File: src/rtl/eq_serial_ctrl_pkg.sv
// Shared types and helpers for the serial wide-word equality comparator.
// Used by eq_serial_ctrl; the FSM encoding and counter sizing live here.
package eq_serial_pkg;

    typedef enum logic [1:0] {IDLE, RUN, DONE} state_t;

    // A single pair still needs a one-bit counter.
    function automatic int cnt_width(input int width);
        int w;
        w = $clog2(width / 2);
        return (w < 1) ? 1 : w;
    endfunction

endpackage

File: src/rtl/eq_serial_ctrl_if.sv
// Start/busy/done handshake and operand bus for eq_serial_ctrl.
// The master issues compares and the controller is the slave.
interface eq_serial_ctrl_if #(
    parameter int WIDTH = 16
);
    logic             start;
    logic [WIDTH-1:0] a;
    logic [WIDTH-1:0] b;
    logic             busy;
    logic             done;
    logic             aeqb;

    modport master (output start, a, b, input busy, done, aeqb);
    modport slave  (input start, a, b, output busy, done, aeqb);
endinterface

File: src/rtl/eq_serial_ctrl_slice2.sv
// Two-bit equality slice: the only compare in the serial datapath.
module eq_slice2 (
    input  logic [1:0] x,
    input  logic [1:0] y,
    output logic       eq
);
    assign eq = (x == y);
endmodule

File: src/rtl/eq_serial_ctrl.sv
// Serial WIDTH-bit equality comparator stepping one 2-bit slice per clock, LSB pair first.
// Define EQ_SERIAL_EARLY_EXIT_EN to finish as soon as a mismatching pair is seen.
module eq_serial_ctrl
    import eq_serial_pkg::*;
#(
    parameter int WIDTH = 16
) (
    input  logic              clk,
    input  logic              reset_n,
    eq_serial_ctrl_if.slave   bus
);

    localparam int CW = cnt_width(WIDTH);
    localparam logic [CW-1:0] CNT_LAST = CW'(WIDTH / 2 - 1);

    localparam logic [1:0] S_IDLE = IDLE;
    localparam logic [1:0] S_RUN  = RUN;
    localparam logic [1:0] S_DONE = DONE;

    generate
        if (WIDTH < 2 || (WIDTH % 2) != 0) begin : g_bad_width
            $error("eq_serial_ctrl: WIDTH must be even and >= 2");
        end
    endgenerate

    logic [1:0]       state_reg;
    logic [WIDTH-1:0] sa_reg;
    logic [WIDTH-1:0] sb_reg;
    logic [CW-1:0]    cnt_reg;
    logic             match_reg;
    logic             aeqb_reg;

    logic eq;
    logic match_next;
    logic last_pair;

    eq_slice2 u_slice (
        .x  (sa_reg[1:0]),
        .y  (sb_reg[1:0]),
        .eq (eq)
    );

    assign match_next = match_reg & eq;

`ifdef EQ_SERIAL_EARLY_EXIT_EN
    assign last_pair = (cnt_reg == CNT_LAST) || !eq;
`else
    assign last_pair = (cnt_reg == CNT_LAST);
`endif

    always_ff @(posedge clk or negedge reset_n) begin
        if (!reset_n) begin
            state_reg <= S_IDLE;
            sa_reg    <= '0;
            sb_reg    <= '0;
            cnt_reg   <= '0;
            match_reg <= 1'b1;
            aeqb_reg  <= 1'b0;
        end else begin
            case (state_reg)
                S_IDLE: begin
                    if (bus.start) begin
                        sa_reg    <= bus.a;
                        sb_reg    <= bus.b;
                        match_reg <= 1'b1;
                        cnt_reg   <= '0;
                        state_reg <= S_RUN;
                    end
                end
                S_RUN: begin
                    match_reg <= match_next;
                    sa_reg    <= sa_reg >> 2;
                    sb_reg    <= sb_reg >> 2;
                    cnt_reg   <= cnt_reg + CW'(1);
                    // Result is latched on the edge entering DONE so done and aeqb align.
                    if (last_pair) begin
                        aeqb_reg  <= match_next;
                        state_reg <= S_DONE;
                    end
                end
                S_DONE: begin
                    state_reg <= S_IDLE;
                end
                default: begin
                    state_reg <= S_IDLE;
                end
            endcase
        end
    end

    assign bus.busy = (state_reg != S_IDLE);
    assign bus.done = (state_reg == S_DONE);
    assign bus.aeqb = aeqb_reg;

endmodule

File: src/flat_wrapper.sv
// flat-port wrapper written by rule: the top's interface ports become plain ports
module eq_serial_ctrl_flat import eq_serial_pkg::*;
#(
    parameter int WIDTH = 16
)
  (clk, reset_n, bus_start, bus_a, bus_b, bus_busy, bus_done, bus_aeqb);
  eq_serial_ctrl_if #(.WIDTH(WIDTH)) bus_i ();
  input  logic clk;
  input  logic reset_n;
  input wire logic [$bits(bus_i.start)-1:0] bus_start;
  input wire logic [$bits(bus_i.a)-1:0] bus_a;
  input wire logic [$bits(bus_i.b)-1:0] bus_b;
  output wire logic [$bits(bus_i.busy)-1:0] bus_busy;
  output wire logic [$bits(bus_i.done)-1:0] bus_done;
  output wire logic [$bits(bus_i.aeqb)-1:0] bus_aeqb;
  assign bus_i.start = bus_start;
  assign bus_i.a = bus_a;
  assign bus_i.b = bus_b;
  assign bus_busy = bus_i.busy;
  assign bus_done = bus_i.done;
  assign bus_aeqb = bus_i.aeqb;
  eq_serial_ctrl #(.WIDTH(WIDTH)) u_core (.clk(clk), .reset_n(reset_n), .bus(bus_i));
endmodule
File: config.mk
export PLATFORM = sky130hd
export DESIGN_NAME = eq_serial_ctrl_flat
export DESIGN_NICKNAME = d
export VERILOG_FILES = /design/src/rtl/eq_serial_ctrl_pkg.sv /design/src/rtl/eq_serial_ctrl_if.sv /design/src/rtl/eq_serial_ctrl_slice2.sv /design/src/rtl/eq_serial_ctrl.sv /design/src/flat_wrapper.sv
export SDC_FILE = /design/constraint.sdc
export NUM_CORES = 1
export LEC_CHECK = 0
export ABC_AREA = 0
export BUFFER_PORTS_ARGS = -buffer_cell sky130_fd_sc_hd__buf_2
export CORE_MARGIN = 2
export CORE_UTILIZATION = 45
export CTS_CLUSTER_DIAMETER = 200
export CTS_CLUSTER_SIZE = 16
export DETAILED_ROUTE_END_ITERATION = 10
export HOLD_SLACK_MARGIN = 0.02
export PLACE_DENSITY = 0.75
export SETUP_SLACK_MARGIN = 0.1
export SLEW_MARGIN = 10
export SYNTH_ARGS = -nofsm -noshare
export SYNTH_HDL_FRONTEND = slang
export SYNTH_HIERARCHICAL = 1
export SYNTH_SLANG_ARGS = --single-unit
File: constraint.sdc
create_clock -name clk -period 3.2 [get_ports clk]
set_input_delay 0 -clock clk [delete_from_list [all_inputs] [get_ports clk]]
set_output_delay 0 -clock clk [all_outputs]
set_load 0.01 [all_outputs]
# Word level (Yosys, flattened, before mapping)
# Index checks and enable logic that the tools add are counted.
op_classes:
  add_sub_neg: 1
  reduce_logical: 6
  n_eq_ne: 6
  bitwise: 1
  n_mux: 11
ops:
  columns: ["cell", "n"]
  rows:
  - ["$pmux W16 S2", 2]
  - ["$mux W16", 2]
  - ["$pmux W3 S2", 1]
  - ["$reduce_and A2 Y1", 3]
  - ["$mux W2", 2]
  - ["$pmux W2 S2", 1]
  - ["$reduce_bool A2 Y1", 2]
  - ["$add A3 B1 Y3 const B", 1]
  - ["$eq A3 B3 Y1 const B", 1]
  - ["$mux W3", 1]
  - ["$eq A2 B1 Y1 const B", 1]
  - ["$eq A2 B2 Y1", 1]
  - ["$eq A2 B2 Y1 const B", 1]
  - ["$logic_not A2 Y1", 1]
  - ["$ne A2 B1 Y1 const B", 1]
  - ["$ne A2 B2 Y1 const B", 1]
  - ["$pmux W1 S2", 1]
  - ["$and A1 B1 Y1", 1]
  - ["$mux W1", 1]
totals:
  in_bits: 35
  regBits: 39
  output_inout_bits: 3
  word_cells: 31

# Longest topological paths before layout
logic_depth:
  depth_word: 3
  ltp_mapped: 6
  ltp_nobuf: 4

# By module
# The synthesis kept the hierarchy.
modules_own_cells:
  columns: ["module", "cells_each", "area_each_um2", "instances", "seq_area_each_um2"]
  rows:
  - ["eq_serial_ctrl", 203, 2170.8, 1, 977.2]
  - ["eq_slice2", 3, 21.3, 1, 0.0]

# Least setup slack after synthesis
# Ideal clock, no wire load.
synth_timing:
  path_kind: "flip-flop to flip-flop"
  startpoint: "reg u_core.cnt_reg[0]"
  endpoint: "reg u_core.cnt_reg[2]"
  t_required_ns: 3.079
  path_stages_with_launch: 4
  setup_ns: 0.121
  slack_ns: 2.067
  arrival_time_ns: 1.012
  period_less_slack_ns: 1.133
  path_buffers: 0
  cell_sequence: "dfrtp_1 > ha_1 > ha_1 > a22o_1"
synth_between:
  elab_chain_cells: 2
synth_rtl:
  columns: ["element", "line_no", "text"]
  rows:
  - ["start, declared", "eq_serial_ctrl.sv:29", "logic [CW-1:0] cnt_reg;"]
  - ["start signal, assigned", "eq_serial_ctrl.sv:74", "cnt_reg <= cnt_reg + CW'(1);"]
  - ["$add A3 B1 Y3", "eq_serial_ctrl.sv:74", null]
  - ["$pmux W3 S2", "eq_serial_ctrl.sv:60", "case (state_reg)"]
# No other way between the ends.
# A chain may end at the register's enable or synchronous reset.

# Worst setup path in the final report
layout_timing:
  startpoint: "reg u_core.state_reg[1]"
  endpoint: "reg u_core.sa_reg[9]"
layout_between:
  elab_chain_cells: 3
  elab_cells_between_ends: 6
  classes_between: "eq/ne (2); mux (1); reduce/logical (3)"
layout_rtl:
  columns: ["element", "line_no", "text"]
  rows:
  - ["start, declared", "eq_serial_ctrl.sv:26", "logic [1:0] state_reg;"]
  - ["start signal, assigned", "eq_serial_ctrl.sv:53", "state_reg <= S_IDLE;"]
  - ["start signal, assigned", "eq_serial_ctrl.sv:67", "state_reg <= S_RUN;"]
  - ["start signal, assigned", "eq_serial_ctrl.sv:78", "state_reg <= S_DONE;"]
  - ["$eq A2 B1 Y1 or $logic_not A2 Y1 (tied branches)", "eq_serial_ctrl.sv:60", null]
  - ["$reduce_bool A2 Y1 (no line) or $ne A2 B2 Y1 (tied branches)", null, null]
  - ["$reduce_and A2 Y1 (no line)", null, null]
  - ["end signal, assigned", "eq_serial_ctrl.sv:63", "sa_reg <= bus.a;"]
  - ["end signal, assigned", "eq_serial_ctrl.sv:72", "sa_reg <= sa_reg >> 2;"]
  - ["end, declared", "eq_serial_ctrl.sv:27", "logic [WIDTH-1:0] sa_reg;"]
# Several ways; a longest one is shown, not always the timed one.

==> impl_results.md <==
* Outcome: finished clean
* Post-synth EDFFs at 0
* Final wirelength at 4510 µm
* Slowest cell on the critical path: nand2b_1
* Net count reported at finish at 281
* Critical path data arrival time at ~2200 ps
* Die Ht at 73.8 µm
* Filler cells at 444
* CP max stage delay at between 800 and 900 ps
* CP Capture Type: flop
* Drc violations at 0
* GRT Util Overall at 19.0%
* CTS sink cnt at 39
* Largest net degree at the start of global routing at 62
* Fin cells at 312
* Max-cap violations at 0
* Root buffer cell: clkbuf_8
* Setup tns final at 0 ps
* Tcrit/Tclk final at 61.1%
* Clock period minus worst slack at 1960 ps
* Reg2reg path depth at 3
* Cell Area, Synth at 2190 µm²
* Detailed-route wire length per cell at 14.5 µm
* Highest clock rate at 511 MHz
* Port Buffer Count at 37
* RePlAce Congestion at 0.758
* DR pass1 iterations at 4
* Top_reg_cell synth: dfrtp_1
* DIE WIDTH at approximately 74 µm
* Pins Over Slew Limit at 0
* VDD IR max at 0.000317 V
* DRT iter0 DRCs at 154
* R2R Path Start: u_core/state_reg[1]
* Num ports at 38
* Initial antenna violation count at 0
* Synth async-reset ratio at between 90% and 100%
* Worst Path Max Fanout at 29
* Slew HR at 27.8%
* Antenna diode instance count at 0
* WS Path Type: reg -> reg
* Cells on Worst Hold Path at 3
* RSZ-0062 raised after global routing: no
* Reg2reg setup slack at between 1000 and 1500 ps
* Worst clock skew at 7.20 ps
* Cell area power density at 829 nW/µm²
* Cell Rows at 25
* Hold worst-path end: u_core/sb_reg[2]
* Vias at approximately 1700
* Post-CTS setup buffer count at 0
* Slew @ Worst Pin at ~1100 ps
* Final setup fails at 0
* Post-Synthesis Cells at 206
* Final hold violations at 0
* GRT overflow at 0
* Top cells by area, synth: dfrtp_1 (43%), nor3_2 (18%), o22ai_1 (8.0%)
* Worst Setup Start Kind: flop
* Syn_area_per_cell at 10.6 µm²
* DPL Wire Length at 2800 µm
* Leakage power at 0.993 nW
* Clock transition at path regs at 70 ps
* Syn. warnings at 6
* Avg Vias per Cell at 5.46
* Min-delay worst type: in -> reg
* Reg2reg end: u_core/sa_reg[9]
* Flops & latches, synth at 39
* Antenna Violating Nets Remaining at 0
* CTS tree: yes
* Core ar. at 4720 µm²
* Placed cell count at 290
* Synth unique cells at 30
* Seq/Total Area, Yosys at 44.6%
* First-pass GRT wire length at around 8000 µm
* CTS Buf Count at 5
* Hold Crit Start: bus_b[2]
* Crit-path cells: nand2b_1 > o22ai_1 > nor3_2
* Layout area overhead at 13.9%
* CTS H-tree depth at 2
* WP buf/inv at 0
* Bufs on Longest Clock Path at 2
* Yosys top cell by area: dfrtp_1
* Layout cell share with drive strength beyond 1 at 36.7%
* Vias in the first global route at around 1700
* Largest delay share family, worst path: simple AND/OR/NAND/NOR gates
* CP required at 3410 ps
* Die area at 5450 µm²
* Synthesized Nets at between 200 and 250
* Yosys top cell area share at 43.4%
* Worst-Skew Late Latency at 290 ps
* Initial Utilization at 46.4%
-- metrics by stage --
step | instance area (µm²) | total power, mW | util (%) | worst slack (ps) | hold WS, ps
final | 2500 | 2.07 | 52.9 | 1240 | 26.2
after global routing | 2500 | 2.25 | 52.9 | 1070 | 35.2
after CTS | 2500 | 2.08 | 52.9 | 1230 | 23.6
after detailed placement | 2280 | 1.75 | 48.2 | 1270 | 164
after global placement | 2280 | 1.70 | 48.2 | 1310 | 167
after floorplan | 2190 | 1.65 | - | 2070 | -296
-- how the worst max path moves through the flow --
stage / start / to / slack [ps] / cells after the start
after floorplan: u_core/cnt_reg[0] / u_core/cnt_reg[2] / 2070 / 3
after global placement: u_core/state_reg[1] / u_core/sa_reg[12] / 1310 / 3
after detailed placement: u_core/state_reg[1] / u_core/sa_reg[9] / 1270 / 3
after CTS: u_core/state_reg[1] / u_core/sa_reg[9] / 1230 / 3
after global routing: u_core/state_reg[1] / u_core/sa_reg[8] / 1070 / 3
final: u_core/state_reg[1] / u_core/sa_reg[9] / 1240 / 3
-- layout by cell type (no fill, tap or decap), types with 2 or more instances in the layout --
cell and n:
buf_2 37, xor2_1 2, or2_1 2, dlygate4sd3_1 14, o22ai_1 28, a22o_1 2
nand2b_1 3, ha_1 2, nor2_1 10, nor3_2 40, o21ai_1 12, clkbuf_8 5
nand2_1 4, o32ai_1 7, nor3_1 23, clkbuf_1 3, dfrtp_1 37
-- per-layer routing --
layer | vias to the layer above | part of all wire [%] | track usage, %
li1 | 837 | - | -
met1 | 819 | 47 | 26.1
met2 | 42 | 47 | 29.2
met3 | 6 | 4.1 | 4.80
met4 | 0 | 1.8 | 6.67
met5 | - | 0 | 0
-- cells by family (layout without fill, tap and decap cells) --
family,count (synthesis),count (layout),share of synthesized area (%)
AO/OA/AOI/OAI,51,51,14.8
AND/OR/NAND/NOR,89,89,29.6
XOR/XNOR,2,2,0.799
adder cells (fa/ha/maj),2,2,1.14
flip-flops,39,39,44.6
buffers and inverters,23,62,9.13
-- power by group --
part | internal (mW) | total, mW | switching [mW]
sequential | 0.722 | 0.902 | 0.179
combinational | 0.354 | 0.851 | 0.496
clock | 0.155 | 0.318 | 0.163
-- repair_timing --
action	in CTS	in global routing
gates resized for setup	0	0
endpoints found under the hold margin	51	0
hold buffers	14	0
-- cell type report --
cell class | instances | area, µm² | area share, %
multi-input cells | 144 | 1010 | 40.6
flip-flops and latches | 39 | 978 | 39.2
well taps | 67 | 83.8 | 3.36
repair buffers | 52 | 333 | 13.3
clock buffers | 8 | 80.1 | 3.21
inverters | 2 | 7.51 | 0.301
-- tightest hold or removal path, cell delays in order --
cell and delay (ps):
buf_2 80, nor3_2 40, nor3_2 150
-- cell usage after synthesis (2+ instances only) --
cell type	n
o22ai_1	28
buf_12	2
o32ai_1	7
nor3_2	40
ha_1	2
clkbuf_1	2
buf_4	4
nand2b_1	3
nor2_1	10
o21ai_1	12
or2_1	2
nand2_1	4
a22o_1	2
buf_2	5
dfrtp_1	38
buf_6	8
nor3_1	23
xor2_1	2
Power figures use the tool's default switching activity.
